--- src/rtl/abro_channel_arbiter.sv ---
// Multi-channel ABRO controller with a shared, round-robin scheduled event
// output. Each channel waits for A and B (any order), raises one event, then
// stays silent until its restart R. Events leave through one registered
// valid/ready port; accepted handshakes are counted.
module abro_channel_arbiter #(
  parameter int CH_W  = 2,
  parameter int CNT_W = 8
) (
  input  logic                  clk,
  input  logic                  reset,
  input  logic [(2**CH_W)-1:0]  a,
  input  logic [(2**CH_W)-1:0]  b,
  input  logic [(2**CH_W)-1:0]  r,
  output logic                  out_valid,
  input  logic                  out_ready,
  output logic [CH_W-1:0]       out_ch,
  output logic [(2**CH_W)-1:0]  done,
  output logic [CNT_W-1:0]      evt_cnt
);

  localparam int NCH = 2**CH_W;

  localparam logic [2:0] ST_IDLE  = 3'd0;
  localparam logic [2:0] ST_GOT_A = 3'd1;
  localparam logic [2:0] ST_GOT_B = 3'd2;
  localparam logic [2:0] ST_PEND  = 3'd3;
  localparam logic [2:0] ST_DONE  = 3'd4;

  logic [2:0]      ch_state [NCH];
  logic [CH_W-1:0] last_grant;
  logic [NCH-1:0]  cand_mask;
  logic            grant_vld;
  logic [CH_W-1:0] grant_idx;
  logic            out_free;
  logic            load;

  // Candidates: pending channels not being restarted this cycle (r wins).
  always_comb begin
    // NOTE: every always_comb output gets a default first so no path leaves
    // it unassigned; an unassigned path would infer a latch.
    cand_mask = '0;
    done      = '0;
    for (int i = 0; i < NCH; i++) begin
      cand_mask[i] = (ch_state[i] == ST_PEND) && !r[i];
      done[i]      = (ch_state[i] == ST_DONE);
    end
  end

  // Round-robin search starting one past the last granted channel.
  always_comb begin
    logic [CH_W-1:0] cand;
    grant_vld = 1'b0;
    grant_idx = '0;
    cand      = '0;
    for (int off = 1; off <= NCH; off++) begin
      cand = last_grant + CH_W'(off);
      if (!grant_vld && cand_mask[cand]) begin
        grant_vld = 1'b1;
        grant_idx = cand;
      end
    end
  end

  // The output register may take a new event when empty or being drained.
  assign out_free = !out_valid || out_ready;
  assign load     = out_free && grant_vld;

  // Per-channel ABRO state machines; restart has priority over a and b.
  always_ff @(posedge clk) begin
    // NOTE: the channel state array is a handful of flops, not a RAM, so it is
    // reset explicitly; every channel must start in IDLE.
    if (reset) begin
      for (int i = 0; i < NCH; i++) ch_state[i] <= ST_IDLE;
    end else begin
      for (int i = 0; i < NCH; i++) begin
        if (r[i]) begin
          ch_state[i] <= ST_IDLE;
        end else begin
          case (ch_state[i])
            ST_IDLE: begin
              if (a[i] && b[i]) ch_state[i] <= ST_PEND;
              else if (a[i])    ch_state[i] <= ST_GOT_A;
              else if (b[i])    ch_state[i] <= ST_GOT_B;
            end
            ST_GOT_A: if (b[i]) ch_state[i] <= ST_PEND;
            ST_GOT_B: if (a[i]) ch_state[i] <= ST_PEND;
            ST_PEND:  if (load && (grant_idx == CH_W'(i))) ch_state[i] <= ST_DONE;
            ST_DONE:  ch_state[i] <= ST_DONE;
            default:  ch_state[i] <= ST_IDLE;
          endcase
        end
      end
    end
  end

  // Output register and grant pointer; a loaded event is never retracted.
  always_ff @(posedge clk) begin
    // NOTE: sequential state uses non-blocking assignments so every flop
    // samples the pre-edge values regardless of statement order.
    if (reset) begin
      out_valid  <= 1'b0;
      out_ch     <= '0;
      last_grant <= CH_W'(NCH - 1);
    end else if (out_free) begin
      if (grant_vld) begin
        out_valid  <= 1'b1;
        out_ch     <= grant_idx;
        last_grant <= grant_idx;
      end else begin
        out_valid  <= 1'b0;
      end
    end
  end

  // Accepted-handshake counter, wrapping naturally at its width.
  always_ff @(posedge clk) begin
    if (reset) begin
      evt_cnt <= '0;
    end else if (out_valid && out_ready) begin
      evt_cnt <= evt_cnt + 1'b1;
    end
  end

endmodule

--- config.mk ---
export PLATFORM = sky130hd
export DESIGN_NAME = abro_channel_arbiter
export DESIGN_NICKNAME = d
export VERILOG_FILES = /design/src/rtl/abro_channel_arbiter.sv
export SDC_FILE = /design/constraint.sdc
export NUM_CORES = 1
export LEC_CHECK = 0
export ABC_AREA = 1
export CAP_MARGIN = 30
export CORE_MARGIN = 2
export CORE_UTILIZATION = 52
export DETAILED_ROUTE_END_ITERATION = 12
export HOLD_SLACK_MARGIN = 0.1
export PLACE_DENSITY = 0.79
export SYNTH_ARGS = -nofsm -noshare
export SYNTH_HDL_FRONTEND = slang
export SYNTH_SLANG_ARGS = --single-unit
--- constraint.sdc ---
create_clock -name clk -period 2.06 [get_ports clk]
set_input_delay 0.412 -clock clk [delete_from_list [all_inputs] [get_ports clk]]
set_output_delay 0.412 -clock clk [all_outputs]
set_load 0.05 [all_outputs]
Yosys cells after proc, flatten, opt, wreduce, memory -nomap -nowiden
Memory sizes are Yosys's and may differ from the RTL's.
Index checks and enable logic that the tools add are counted.
{ "op_classes": {"order_cmp": 4, "eq_ne": 19, "bitwise_logic": 36, "n_reduce_logical": 36, "n_mux": 223, "n_addsub": 4} }
{ "ops": {"columns": ["operator", "count"], "rows": [
  ["$mux 1", 179],
  ["$mux 3", 36],
  ["$or 1x1->1", 36],
  ["$eq 3x2->1 const B", 8],
  ["$reduce_or 5->1", 4],
  ["$logic_and 1x1->1", 17],
  ["$eq 3x1->1 const B", 4],
  ["$eq 3x3->1 const B", 4],
  ["$logic_not 3->1", 4],
  ["$lt 2x3->1 const B", 4],
  ["$add 8x1->8 const B", 1],
  ["$bmux 1 s2", 4],
  ["$logic_not 1->1", 8],
  ["$mux 2", 4],
  ["$add 2x2->2 const B", 2],
  ["$eq 2x2->1 const B", 2],
  ["$add 2x1->2 const B", 1],
  ["$eq 2x1->1 const B", 1],
  ["$logic_not 2->1", 1],
  ["$reduce_and 2->1", 1],
  ["$logic_or 1x1->1", 1]
]} }
{ "totals": {"elab_cells": 327, "ff_bits": 13, "inputBits": 15, "mem_bits_rw": 12, "memories": 1} }
{ "memory_table": {"columns": ["name", "words", "width", "rd", "rd_clocked_by_memory_dff", "write_ports", "line", "rtl"], "rows": [
  ["ch_state", 4, 3, 4, 0, 4, "29", "logic [2:0] ch_state [NCH];"]
]} }

Depth between registers and ports, before layout
Gate-level depths: netlist of run 1.
{ "depth": {"word_depth": 24, "mapped_depth": 13, "ltp_nobuf": 13} }

Worst setup path before layout of run 1
Ideal clock, no wire load.
{ "synth_path": {"kind": "register -> register", "start": "mem ch_state[2][0]", "end": "mem ch_state[2][0] (enable)", "n_path_buf": 0, "t_arrival_ns": 1.849, "stages_incl_launch_ff": 7, "setup_ns": 0.324, "path_slack_ns": -0.113, "cell_sequence": "edfxtp_1 or2_2 nor2_1 o21ai_0 o21ai_0 nor3_1 o21ai_1"} }
{ "synth_rtl": {"columns": ["element", "line"], "rows": [
  ["from (decl)", "29"]
]} }

Final worst setup path of run 1
{ "layout_path": {"start": "reg evt_cnt[1]", "end": "out evt_cnt[1]"} }
{ "layout_rtl": {"columns": ["element", "line", "rtl"], "rows": [
  ["from (decl)", "18", "output logic [CNT_W-1:0] evt_cnt"],
  ["from (signal assigned)", "120", "evt_cnt <= evt_cnt + 1'b1;"]
]} }
No word-level cell between the ends.

==> results of run 1 <==
-- per-stage QoR --
stage	instances	power [mW]
detailed placement	340	1.817
floorplan	248	1.419
CTS	344	2.036
global placement	340	1.798
global route	350	2.279
finish	350	2.146
-- flip-flops by register name, indices dropped and copies added (netlist names) --
signal / cells
evt_cnt: 8
ch_state: 12
out_valid: 1
out_ch: 2
last_grant: 2
-- metal layers --
layer | track usage [%] | wire length (um)
met4 | 6.211 | 51
met2 | 38.86 | 1940
met1 | 32.21 | 1910
met3 | 2.559 | 214
met5 | 0 | 0
-- power groups by stage --
stage / Combinational (mW) / Clock (mW) / Sequential, mW
global route: 1.28 / 0.243 / 0.752
detailed placement: 1.08 / 0 / 0.741
floorplan: 0.586 / 0 / 0.834
CTS: 1.08 / 0.223 / 0.730
global placement: 1.06 / 0 / 0.738
finish: 1.18 / 0.224 / 0.741
-- how the worst min path moves through the flow --
stage	start	to	slack, ns
global route	out_ch[1]	out_ch[1]	0.50
finish	evt_cnt[7]	evt_cnt[7]	0.48
CTS	evt_cnt[7]	evt_cnt[7]	0.48
floorplan	out_ready	out_valid	0.60
detailed placement	out_ch[0]	out_ch[0]	0.46
global placement	evt_cnt[7]	evt_cnt[7]	0.45
-- final cells by class --
type	count	area (um2)	area share (%)
flip-flops and latches	25	620.6	26.71
repair buffers	59	528.0	22.72
inverters	43	161.4	6.947
well taps	44	55.05	2.369
multi-input cells	175	932.1	40.12
clock buffers	4	26.28	1.131
-- worst reg2reg max path, delay by kind of cell, from the launching register on --
| family | cells | cell delay, ns |
|---|---|---|
| DFF | 1 | 0.49 |
| buffers and inverters | 1 | 0.10 |
| and+or+nand+nor | 10 | 1.11 |
-- placed cells by master, fill, tap and decap left out, types with 2 or more instances in the layout --
master	instances
nor2_4	3
nand2_2	5
dfxtp_1	13
a21oi_1	7
nand2_1	54
nand4_1	11
edfxtp_1	12
nand3_1	24
nor2_1	23
inv_1	40
o21ai_1	2
clkbuf_4	3
nand3_2	4
inv_2	3
nor3_1	8
nand3b_1	2
o211ai_1	2
dlymetal6s2s_1	4
nor2_2	4
a31oi_1	2
clkdlybuf4s50_1	21
buf_4	33
o21ai_0	11
-- what timing repair did --
action | 4_1_cts | 5_1_grt
setup endpoints to repair | 3 | 14
buffers inserted | 0 | 6
gates cloned | 0 | 0
pin swaps | 0 | 11
gates resized for setup | 1 | 18
endpoints found under the hold margin | 0 | 0
-- kinds of logic after synthesis --
logic type,synth area share [%]
AO/OA/AOI/OAI,9.016
adder cells (fa/ha/maj),0.7512
flip-flops,37.27
AND/OR/NAND/NOR,39.82
buffers and inverters,11.12
XOR/XNOR,2.029
==> summary.txt, run 1 <==
Pwr
  • Sequential power share: 34.5%
  • Peak supply drop: 715.9 uV
  • Pint: 1.185 mW
  • Comb pwr share: 55.0%
  • Net Switching: 961.0 uW
  • Pwr Density: 923.4 nW/um2
  • Leak pwr: 1.105 nW
  • Clock share of power: 10.4%
  • Switching share of power: 44.79%

Routing
  • Wire per inst: 11.76 um
  • Via count: 1813
  • # DRC: 0
  • DR iter-0 viols: 146
  • Drt total wl: 4.117 mm
  • 1st-pass router iterations: 4
  • Vias per inst: 5.180
  • Final antenna-violating net count: 0

Yosys
  • Cell with the most instances after synthesis: nand2_1
  • Yosys top cell by area: edfxtp_1
  • Yosys Warn Count: 0
  • Number of distinct library cells after synthesis: 32
  • Synth Net Count: 264
  • Synthesized cell area: 1665 um2
  • Seq/Total Area, Yosys: 37.27%
  • Cells taking the most area after synthesis: edfxtp_1 22%, dfxtp_1 16%, nand2_1 13%
  • Post-synth top area share: 21.64%
  • Number of flops mapped to enable cells by yosys: 12
  • Top FF cell, synth: dfxtp_1
  • Post-Synthesis Cells: 248
  • Avg Cell Area, Syn: 6.715 um2
  • Asr flop ratio synth: 0%
  • Most frequent cells after synthesis: 56 x nand2_1, 40 x inv_1, 28 x nand3_1, 26 x nor2_1, 13 x dfxtp_1
  • FF+latch count, synth: 25

CTS
  • Clock sink total: 25
  • CTS root buffer: clkbuf_4
  • H-tree depth: 1
  • TritonCTS clock tree: yes
  • CTS Buf Count: 3
  • Clk_lat worst skew: 0.32 ns
  • Clk pin slew, worst setup/hold paths: 0.13 ns
  • CTS hold repair buffers: 0
  • Max Root-Sink Buffers: 2

Final layout
  • Synthesis-to-finish area growth: 39.52%
  • Layout cell share with drive strength beyond 1: 20.59%
  • FILL cells: 247
  • Antenna cells: 0
  • Final core utilization: 76.11%
  • Net total in the final layout: 323
  • Final Cell Area: 2323 um2

Worst setup path
  • Crit path to: evt_cnt[1]
  • Critical path's slowest cell: clkdlybuf4s50_1
  • Crit path launch: evt_cnt[1]
  • Worst setup EP type: output pin
  • Critical-path cell list: clkdlybuf4s50_1
  • Setup Crit Path Kind: flip-flop to output pin
  • CP max FO: 4
  • Critical Path Start Type: flip-flop
  • Worst r2r path cells: 11
  • Reg2reg end: ch_state[0][2]
  • R2R Path Start: ch_state[0][2]
  • Critical Path Max Stage Delay: 0.83 ns
  • Crit path max-delay family: buffers and inverters
  • FF-to-FF setup slack: 0.09 ns
  • Critical path required time: 1.65 ns
  • CP Data Arrival Time: 1.56 ns
  • WP depth: 1
  • WP buf/inv: 1

Die
  • Ports: 30
  • Standard-cell rows: 20
  • Initial Util: 54.55%
  • Core area: 3053 um2
  • Die X: 60.59 um
  • Die area: 3671 um2
  • Die H: 60.59 um

Run status
  • Status: finished, final reports clean

Timing
  • Final period util: 95.89%
  • Final hold vios: 0
  • Hold WS: 0.4803 ns
  • Final worst path period need: 1.975 ns
  • F_max: 0.5062 GHz
  • Final Setup Violations: 0
  • Worst slew margin: 66.27%
  • Clock Skew: 0.005129 ns
  • Worst slew pin tran: 0.5044 ns
  • Setup ws final: 0.08467 ns
  • Final slew viol count: 0
  • Setup TNS: 0 ns

Global routing
  • Vias in the first global route: 1607
  • GRT overflow: 0
  • Largest net degree at the start of global routing: 14
  • Initial antenna violation count: 0
  • Global-route wire length before repair: 6.555 mm
  • Global Route Usage Sum: 23.26%

Hold path
  • Hold Crit Depth: 2
  • Worst min-delay path class: flip-flop to flip-flop

Placement
  • DP Worst Slack: -0.4002 ns
  • Port bufs: 29
  • Detailed Place HPWL: 3.062 mm
  • Placed inst area: 2177 um2
  • Routability congestion estimate: 0.9323

Flow run
  • Max cap viols: 0
Note: power is estimated with default switching activity, not from simulation.
==> inputs of run 2 (changes only) <==
Settings changed: CORE_ASPECT_RATIO from default to 1.5, CORE_UTILIZATION 52 to 54, CTS_BUF_LIST from default to sky130_fd_sc_hd__clkbuf_8, PLACE_DENSITY 0.79 to 0.82.
==> run 2 against run 1 <==
Hold slack got worse by 0.018 ns. Fmax grew 1.0%. Clock power is 26% higher. Critical endpoint is now ch_state[1][1]. Largest power group unchanged. Critical path type is now flip-flop to flip-flop. Final area decreased by 0.59%. Flip-flop and latch count stayed put.
==> summary.txt, run 2 (synthesized netlist as in run 1, its figures left out) <==
Worst setup path
  • FF-to-FF setup slack: 0.10 ns (about the same)
  • Setup Crit Path Kind: flip-flop to flip-flop
  • Worst r2r path cells: 9 (-2)
  • Crit path max-delay family: simple AND/OR/NAND/NOR gates
  • Critical Path Max Stage Delay: 0.41 ns (-0.42 ns)
  • CP max FO: 6 (+2)
  • Worst setup EP type: flip-flop
  • Reg2reg end: ch_state[1][1]
  • R2R Path Start: last_grant[1]
  • Top cell by count, worst path: nand2_1
  • Critical path's slowest cell: dfxtp_1
  • CP Data Arrival Time: 1.92 ns (+0.36 ns)
  • Critical-path cell list: xnor2_1, nand3_1, nand2_1, nand2_1, nand2_1, nand2_1, nand2_2, nand4_1, nand4_1
  • Critical Path Start Type: flip-flop
  • Critical path required time: 2.03 ns (+0.38 ns)
  • WP buf/inv: 0 (-1)

Final layout
  • Max reg flops: 12 (unchanged)
  • Synthesis-to-finish area growth: 38.69%
  • Antenna cells: 0 (unchanged)
  • Most common cell after layout, fill and taps aside: nand2_1
  • Commonest non-fill, non-tap cells in the layout: 53 x nand2_1, 41 x inv_1, 33 x buf_4
  • Net total in the final layout: 323 (unchanged)
  • Top reg by flops: ch_state
  • Top flop regs: ch_state x12, evt_cnt x8
  • Layout cell share with drive strength beyond 1: 20.26% (-0.33 points)

CTS
  • Max Root-Sink Buffers: 2 (unchanged)
  • H-tree depth: 1 (unchanged)
  • Clk_lat worst skew: 0.26 ns (-0.06 ns)
  • Clk pin slew, worst setup/hold paths: 0.09 ns (-0.04 ns)
  • CTS root buffer: clkbuf_8
  • CTS hold repair buffers: 0 (unchanged)
  • Clock sink total: 25 (unchanged)
  • TritonCTS clock tree: yes
  • CTS Buf Count: 3 (unchanged)

Routing
  • Final antenna-violating net count: 0 (unchanged)
  • Via count: 1834 (+1.2%)
  • Vias per inst: 5.316 (+2.6%)
  • Wire per inst: 12.50 um (+6.3%)
  • Drt total wl: 4.314 mm (+4.8%)
  • # DRC: 0 (unchanged)
  • DR iter-0 viols: 39 (-73%)
  • 1st-pass router iterations: 4 (unchanged)

Pwr
  • Pint: 1.204 mW (+1.6%)
  • Peak supply drop: 924.4 uV (+29%)
  • Comb pwr share: 52.8% (-2.2 points)
  • Net Switching: 955.6 uW (-0.56%)
  • Sequential power share: 34.1% (-0.4 points)
  • Pwr Density: 934.8 nW/um2 (+1.2%)
  • Leak pwr: 1.098 nW (-0.66%)
  • Clock share of power: 13.1% (+2.7 points)
  • Switching share of power: 44.26% (-0.53 points)
  • Power, Total: 2.159 mW (+0.63%)

Timing
  • Clock Skew: 0.002588 ns (-0.002541 ns)
  • Hold WS: 0.4624 ns (-0.01792 ns)
  • Final period util: 94.93% (-0.96 points)
  • Worst slew margin: 66.29% (about the same)
  • Final hold vios: 0 (unchanged)
  • Final Setup Violations: 0 (unchanged)
  • Worst slew pin tran: 0.5041 ns (-0.0002607 ns)
  • Final slew viol count: 0 (unchanged)
  • Setup TNS: 0 ns (unchanged)
  • F_max: 0.5114 GHz (+1.0%)
  • Final worst path period need: 1.956 ns (-0.01975 ns)
  • Setup ws final: 0.1044 ns (+0.01975 ns)

Die
  • Ports: 30 (unchanged)
  • Die area: 3553 um2 (-3.2%)
  • Standard-cell rows: 24 (+20%)
  • Core area: 2913 um2 (-4.6%)
  • Die H: 72.02 um (+19%)
  • Initial Util: 57.17% (+2.6 points)
  • Die X: 49.34 um (-19%)

Hold path
  • Hold Crit Start: evt_cnt[7]
  • Hold Crit Depth: 2 (unchanged)
  • Worst min-delay path class: flip-flop to flip-flop
  • Hold EP: evt_cnt[7]

Run status
  • Status: finished, final reports clean

Global routing
  • Initial antenna violation count: 0 (unchanged)
  • Vias in the first global route: 1785 (+11%)
  • GRT overflow: 0 (unchanged)
  • Largest net degree at the start of global routing: 19 (+5)
  • Global Route Usage Sum: 25.48% (+2.2 points)
  • Global-route wire length before repair: 7.217 mm (+10%)

Placement
  • Routability congestion estimate: 0.9100 (-2.4%)
  • Port bufs: 29 (unchanged)
  • DP Worst Slack: -0.3633 ns (+0.03685 ns)
  • Detailed Place HPWL: 3.191 mm (+4.2%)

Flow run
  • Max cap viols: 0 (unchanged)
[run 2: changes by cell type in the layout (fill, tap and decap cells not counted), moves of 2 or more]
cell and delta:
dlygate4sd2_1 +2, clkbuf_8 +3, dlymetal6s2s_1 -2, clkbuf_4 -3, nand3_2 -2, nand3_1 +2
[run 2: layout make-up]
type | instances | area, um2
timing repair buffer | 59 | 520.5
clock inverter | 1 | 3.754
multi-input combinational | 175 | 913.4
tap | 39 | 48.80
fill | 227 | 603.1
sequential | 25 | 620.6
inverter | 43 | 161.4
clock buffer | 3 | 41.29
[run 2: repair_timing]
action / 4_1_cts / 5_1_grt
buffers inserted: 3 / 0
endpoints found under the hold margin: 0 / 0
setup endpoints to repair: 12 / 12
pin swaps: 4 / 6
gates resized for setup: 7 / 10
[run 2: per-layer routing]
metal	GRT usage, %	part of all wire (%)	vias up	routed length, um
li1	-	-	932	-
met4	9.841	1.4	0	59
met3	3.086	4.6	6	198
met2	50.15	54	56	2312
met5	0	0	-	0
met1	26.90	40	840	1744
[run 2: worst reg2reg max path: cells and delay by family (launching register included)]
family                    cells  cell delay [ns]
DFF                           1             0.41
and+or+nand+nor               8             0.89
xor gates and xnor gates      1             0.37
[run 2: power by group through the flow]
stage,registers [mW],clock network [mW],logic (mW)
floorplan,0.834,0,0.586
global placement,0.731,0,1.04
detailed placement,0.736,0,1.05
CTS,0.730,0.286,1.11
global route,0.747,0.305,1.23
finish,0.737,0.283,1.14
[run 2: per-stage QoR]
step,area (um2),utilization [%],instances
floorplan,1673,-,248
global route,2310,79.30,345
global placement,2193,75.30,338
CTS,2275,78.09,345
finish,2310,79.30,345
detailed placement,2193,75.30,338
[run 2: worst max-delay path by stage]
stage / from / to / slack (ns) / cells past startpoint
2_1_floorplan: ch_state[3][2] / done[3] / 0.10 / 2
3_5_place_dp: r[1] / ch_state[2][0] / -0.36 / 12
5_1_grt: reset / ch_state[0][2] / -0.02 / 11
6_report: last_grant[1] / ch_state[1][1] / 0.10 / 9
4_1_cts: r[1] / ch_state[1][1] / 0.01 / 12
3_3_place_gp: r[1] / ch_state[2][0] / -0.29 / 12
==> inputs of run 3 (changes only) <==
Settings changed: ABC_CLOCK_PERIOD_IN_PS from default to 2060.
==> results of run 3 <==
Final layout, timing and power as in run 2 (identical DEF).
